===== src/rtl/dpram_be_clear.sv =====
// Dual-port block RAM with per-byte write enables, selectable read latency,
// optional write-to-read bypass and a clear sequencer that fills the array.
module dpram_be_clear #(
    parameter int DATA_WIDTH    = 16,
    parameter int ADDRESS_WIDTH = 8,
    parameter int BYTE_WIDTH    = 8,
    parameter int READ_LATENCY  = 1,
    parameter int BYPASS        = 0,
    parameter logic [DATA_WIDTH-1:0] CLEAR_VALUE = '0,
    localparam int LANES = DATA_WIDTH / BYTE_WIDTH,
    localparam int WORDS = 1 << ADDRESS_WIDTH
) (
    input  logic                     clk,
    input  logic                     reset,
    input  logic                     clear_request,
    output logic                     busy,
    input  logic                     write_en,
    input  logic [LANES-1:0]         write_byte_en,
    input  logic [ADDRESS_WIDTH-1:0] write_address,
    input  logic [DATA_WIDTH-1:0]    write_data,
    input  logic                     read_en,
    input  logic [ADDRESS_WIDTH-1:0] read_address,
    output logic [DATA_WIDTH-1:0]    read_data,
    output logic                     read_valid
);

    localparam logic [ADDRESS_WIDTH-1:0] LAST_ADDRESS = '1;

    typedef enum logic {
        S_IDLE,
        S_CLEAR
    } state_t;

    state_t                   r_state;
    state_t                   w_next_state;
    logic [ADDRESS_WIDTH-1:0] r_count;
    logic [ADDRESS_WIDTH-1:0] w_next_count;
    logic                     w_clear_we;
    logic                     w_user_we;
    logic                     w_read_fire;
    logic [DATA_WIDTH-1:0]    w_read_word;
    logic [DATA_WIDTH-1:0]    r_data;
    logic                     r_valid;

    logic [DATA_WIDTH-1:0] r_mem [WORDS];

    always_ff @(posedge clk or posedge reset) begin
        if (reset) begin
            r_state <= S_CLEAR;
            r_count <= '0;
        end else begin
            r_state <= w_next_state;
            r_count <= w_next_count;
        end
    end

    // Clear walks every address once, leaving IDLE on the edge that writes the last word.
    always_comb begin
        w_next_state = r_state;
        w_next_count = r_count;
        case (r_state)
            S_IDLE: begin
                if (clear_request) begin
                    w_next_state = S_CLEAR;
                    w_next_count = '0;
                end
            end
            S_CLEAR: begin
                w_next_count = r_count + ADDRESS_WIDTH'(1);
                if (r_count == LAST_ADDRESS) begin
                    w_next_state = S_IDLE;
                end
            end
            default: begin
                w_next_state = S_CLEAR;
                w_next_count = '0;
            end
        endcase
    end

    always_comb begin
        busy        = (r_state == S_CLEAR);
        w_clear_we  = (r_state == S_CLEAR);
        w_user_we   = write_en && (r_state == S_IDLE);
        w_read_fire = read_en && (r_state == S_IDLE);
    end

    // The array itself is never reset; only the sequencer gives it a known state.
    always_ff @(posedge clk) begin
        if (w_clear_we) begin
            r_mem[r_count] <= CLEAR_VALUE;
        end else if (w_user_we) begin
            for (int i = 0; i < LANES; i++) begin
                if (write_byte_en[i]) begin
                    r_mem[write_address][i*BYTE_WIDTH +: BYTE_WIDTH] <= write_data[i*BYTE_WIDTH +: BYTE_WIDTH];
                end
            end
        end
    end

    // A same-address write in the read cycle only shows through when bypass is built in.
    always_comb begin
        w_read_word = r_mem[read_address];
        if ((BYPASS != 0) && w_user_we && (write_address == read_address)) begin
            for (int i = 0; i < LANES; i++) begin
                if (write_byte_en[i]) begin
                    w_read_word[i*BYTE_WIDTH +: BYTE_WIDTH] = write_data[i*BYTE_WIDTH +: BYTE_WIDTH];
                end
            end
        end
    end

    if ((DATA_WIDTH % BYTE_WIDTH) != 0) begin : g_bad_width
        $error("dpram_be_clear: DATA_WIDTH must be a multiple of BYTE_WIDTH");
    end

    if (READ_LATENCY == 1) begin : g_latency1
        always_ff @(posedge clk or posedge reset) begin
            if (reset) begin
                r_data  <= '0;
                r_valid <= 1'b0;
            end else begin
                r_valid <= w_read_fire;
                if (w_read_fire) begin
                    r_data <= w_read_word;
                end
            end
        end
    end else if (READ_LATENCY == 2) begin : g_latency2
        logic [DATA_WIDTH-1:0] r_pipe_data;
        logic                  r_pipe_valid;

        // The output register only loads when the first stage carries a real read.
        always_ff @(posedge clk or posedge reset) begin
            if (reset) begin
                r_pipe_data  <= '0;
                r_pipe_valid <= 1'b0;
                r_data       <= '0;
                r_valid      <= 1'b0;
            end else begin
                r_pipe_valid <= w_read_fire;
                if (w_read_fire) begin
                    r_pipe_data <= w_read_word;
                end
                r_valid <= r_pipe_valid;
                if (r_pipe_valid) begin
                    r_data <= r_pipe_data;
                end
            end
        end
    end else begin : g_bad_latency
        $error("dpram_be_clear: READ_LATENCY must be 1 or 2");
    end

    assign read_data  = r_data;
    assign read_valid = r_valid;

endmodule


===== config.mk =====
export PLATFORM = sky130hd
export DESIGN_NAME = dpram_be_clear
export DESIGN_NICKNAME = d
export VERILOG_FILES = /design/src/rtl/dpram_be_clear.sv
export SDC_FILE = /design/constraint.sdc
export NUM_CORES = 2
export LEC_CHECK = 0
export CELL_PAD_IN_SITES_DETAIL_PLACEMENT = 0
export CELL_PAD_IN_SITES_GLOBAL_PLACEMENT = 1
export CORE_AREA = 2 2 540 595
export DETAILED_ROUTE_END_ITERATION = 6
export DIE_AREA = 0 0 542 597
export GPL_TIMING_DRIVEN = 0
export PLACE_DENSITY = 0.75
export SETUP_SLACK_MARGIN = 0.3
export SLEW_MARGIN = 15
export SYNTH_ARGS = -nofsm -noshare
export SYNTH_HDL_FRONTEND = slang
export SYNTH_SLANG_ARGS = --single-unit

===== constraint.sdc =====
create_clock -name clk -period 5 [get_ports clk]
set_input_delay 1 -clock clk [delete_from_list [all_inputs] [get_ports clk]]
set_output_delay 1 -clock clk [all_outputs]
set_load 0.02 [all_outputs]

==> impl_metrics.tcl <==
set metrics [dict create \
    status "finished with violations" \
    violations "DRC, setup timing" \
    synth-async-reset-ratio 0.00631 \
    synth_flop_cell "edfxtp_1" \
    synth_edf_count 4096 \
    startpoint_type "input port" \
    antenna_found_initial 77 \
    rrSetupSlack_ns 0.11 \
    grt_overflow_total 0 \
    cts-hold-fix-buffers 0 \
    switching_share 0.248 \
    clk_pin_slew_ns 0.06 \
    syn_inst 7982 \
    clkPwrFrac 0.408 \
    yosysMostFrequentCell "edfxtp_1" \
    synth_seq_cells 4122 \
    max-clock-path-buffers 4 \
    drcViolationCount 2 \
    dpl_cell_area_um2 170000 \
    wirelength_mm 612 \
    p_total_mw 75.6 \
    worstMarginPinSlew_ns 1.45 \
    holdWs_ns 0.252 \
    first_global_vias 86068 \
    drt_first_pass_iters 7 \
    vias_per_cell 7.09 \
    combinationalPowerShare 0.088 \
    insertion_delay_ns 1.02 \
    p_int_mw 56.9 \
    critical_path_class "in -> reg" \
    seqPwrFrac 0.504 \
    yosys-top-cells-count "edfxtp_1 (4,096), mux4_2 (719), mux2i_1 (675)" \
    io_pins 57 \
    syn_nets 8022 \
    initial_utilization 0.509 \
    seq_area_um2 124000 \
    ys_warn_count 0 \
    cp_slowest_stage_delay_ns 0.91 \
    path_max_fanout 10 \
    fmax_mhz 193 \
    cts_sinks 4122 \
    wl_per_cell_um 46.7 \
    yosysTopAreaCell "edfxtp_1" \
    setup_viol 5 \
    leakage_nw 64.7 \
    final.fill_count 22979 \
    port_buffers 54 \
    ys_top_cells_by_area "edfxtp_1 (76%), mux4_2 (10%), mux2i_1 (4.2%), nor2_1 (1.4%), o221ai_1 (0.73%)" \
    htree_levels 5 \
    drtIter0Drc 17974 \
    syn_to_final_growth_pct 13.5 \
    die_y_um 597 \
    crit_chain "clkdlybuf4s15_2 -> or2_2 -> buf_2 -> clkbuf_1 -> clkbuf_1 -> o221ai_1 -> nor3_1 -> nor3_2 -> nand3_1 -> o211ai_1" \
    setup_slack_ns -0.190 \
    clock_skew_ns 0.0759 \
    slew_headroom 0.0338 \
    vias 92796 \
    hold_class "in -> async" \
    routabilityCongestion 1.02 \
    grt_max_degree 83 \
    cap_viol_max_count 0 \
    final_nets 8585 \
    hold_viol 0 \
    path_common_cell "clkbuf_1" \
    ys_seq_area_frac 0.766 \
    period_share 1.04 \
    yosysUniqueCellTypes 70 \
    rsz0062_at_grt "true" \
    cts_tree "done" \
    multiInputGateArea_um2 34400 \
    path_buf_inv 4 \
    ant_nets 0 \
    grt_usage 0.375 \
    dieArea_um2 324000 \
    drive_gt1_frac 0.214 \
    pwr_density_cell_nw_per_um2 413 \
    fin_crit_ns 5.19 \
    synth.top_cell.area_share 0.762 \
    final_max_slew_viol_count 0 \
    switchingPower_mw 18.7 \
    grt_pass1_wl_mm 790 \
    postLayoutCellArea_um2 183000 \
    crit_family "buffers and inverters" \
    netlist_area_um2 161000 \
    crit_path_top_delay_cell "clkbuf_1" \
    vdd_drop_max_mv 0.302 \
    crit_arrival_ns 6.06 \
    fp.coreArea_um2 317000 \
    hpwl_mm 430 \
    dp_slack_ns -2.13 \
    rows 217 \
    syn_avg_cell_area_um2 20.2 \
    die_w_um 542 \
    cp.required_ns 5.87 \
    endpoint_kind "register" \
    cts_made_buffers 406 \
    root_buffer "clkbuf_16" \
]
[layout make-up]
class / count / share of cell area
multi-input combinational: 3305 / 0.188
clock buffer: 503 / 0.0585
timing repair buffer: 156 / 0.0159
inverter: 5 / 0.000103
antenna: 52 / 0.000711
buffer: 549 / 0.0202
sequential: 4122 / 0.675
tap: 4161 / 0.0284
clock inverter: 236 / 0.0130
[final timing paths]
path	startpoint	to	cells after the start
max in group asynchronous	reset	read_data[10]$_DFFE_PP0P_	3
min in group clk	busy$_DFF_PP1_	r_count[1]$_DFFE_PP0P_	2
worst max register to register	busy$_DFF_PP1_	read_data[2]$_DFFE_PP0P_	9
worst max-delay path	read_address[2]	read_data[4]$_DFFE_PP0P_	10
worst min register to register	busy$_DFF_PP1_	r_count[1]$_DFFE_PP0P_	2
worst min-delay path	reset	r_count[3]$_DFFE_PP0P_	2
[registers in the layout, summed over array words and instances (netlist names)]
register	count
read_valid	1
read_data	16
r_count	8
busy	1
r_mem	4096
[logic make-up (layout without fill, tap and decap cells)]
logic type	after synthesis	after routing	synth area share
adders and majority gates	1	1	0.0000775
buffers and inverters	555	1449	0.0220
xor gates and xnor gates	1	1	0.0000543
DFF	4122	4122	0.766
other	0	52	0
muxes	1434	1434	0.147
AOI/OAI and AO/OA	827	827	0.0367
and+or+nand+nor	1042	1042	0.0283
[stage by stage]
step                      cells  TNS, ns   util
after global placement    12197        -  0.527
after floorplan            7982  -700.84      -
after CTS                 13035        0  0.577
final                     13089   -0.474  0.577
after detailed placement  12297  -411.07  0.535
after global routing      13046        0  0.577
[worst register-to-register path, cell delays in order, from the launching register on]
cell	delay (ns)
dfstp_2	0.41
inv_2	0.06
buf_4	0.16
nand2_1	0.70
inv_1	0.67
nand2_1	0.56
clkbuf_1	0.58
a2111oi_2	0.69
nand4b_1	0.61
o211ai_1	0.32
[placed cells by master (no fill, tap or decap), types with 41 or more instances in the layout]
master / n
o21ai_0: 91
clkbuf_1: 204
bufinv_16: 43
buf_16: 62
nand2_1: 176
clkdlybuf4s50_1: 52
nor2_1: 583
clkinv_2: 69
clkbuf_2: 87
buf_12: 43
a211oi_1: 41
mux2i_1: 671
clkbuf_16: 412
buf_6: 89
o221ai_1: 134
mux4_2: 719
clkinv_1: 89
a22oi_1: 85
buf_2: 144
edfxtp_1: 4096
buf_4: 61
nor3_1: 54
a21oi_1: 122
diode_2: 52
o22ai_1: 152
[layer usage]
layer,GRT usage,wire (um),vias up
li1,-,-,34174
met1,0.459,197000,48103
met2,0.536,263000,8592
met3,0.137,91400,1899
met4,0.302,60100,28
met5,0.000149,171,-
[power groups by stage]
| stage | Clock (mW) | Sequential [mW] | Combinational, mW |
|---|---|---|---|
| after floorplan | 0 | 38.8 | 2.65 |
| after global placement | 0 | 38.9 | 5.96 |
| after detailed placement | 0 | 38.9 | 6.21 |
| after CTS | 30.6 | 38.1 | 6.24 |
| after global routing | 31.9 | 38.1 | 6.41 |
| final | 30.8 | 38.1 | 6.64 |
[what timing repair did]
item	in CTS	in global routing
hold endpoints to repair	0	0
buffers inserted	0	1
setup endpoints to repair	24	73
pin swaps	0	1
gates resized for setup	46	20
Note: power is estimated with default switching activity, not from simulation.
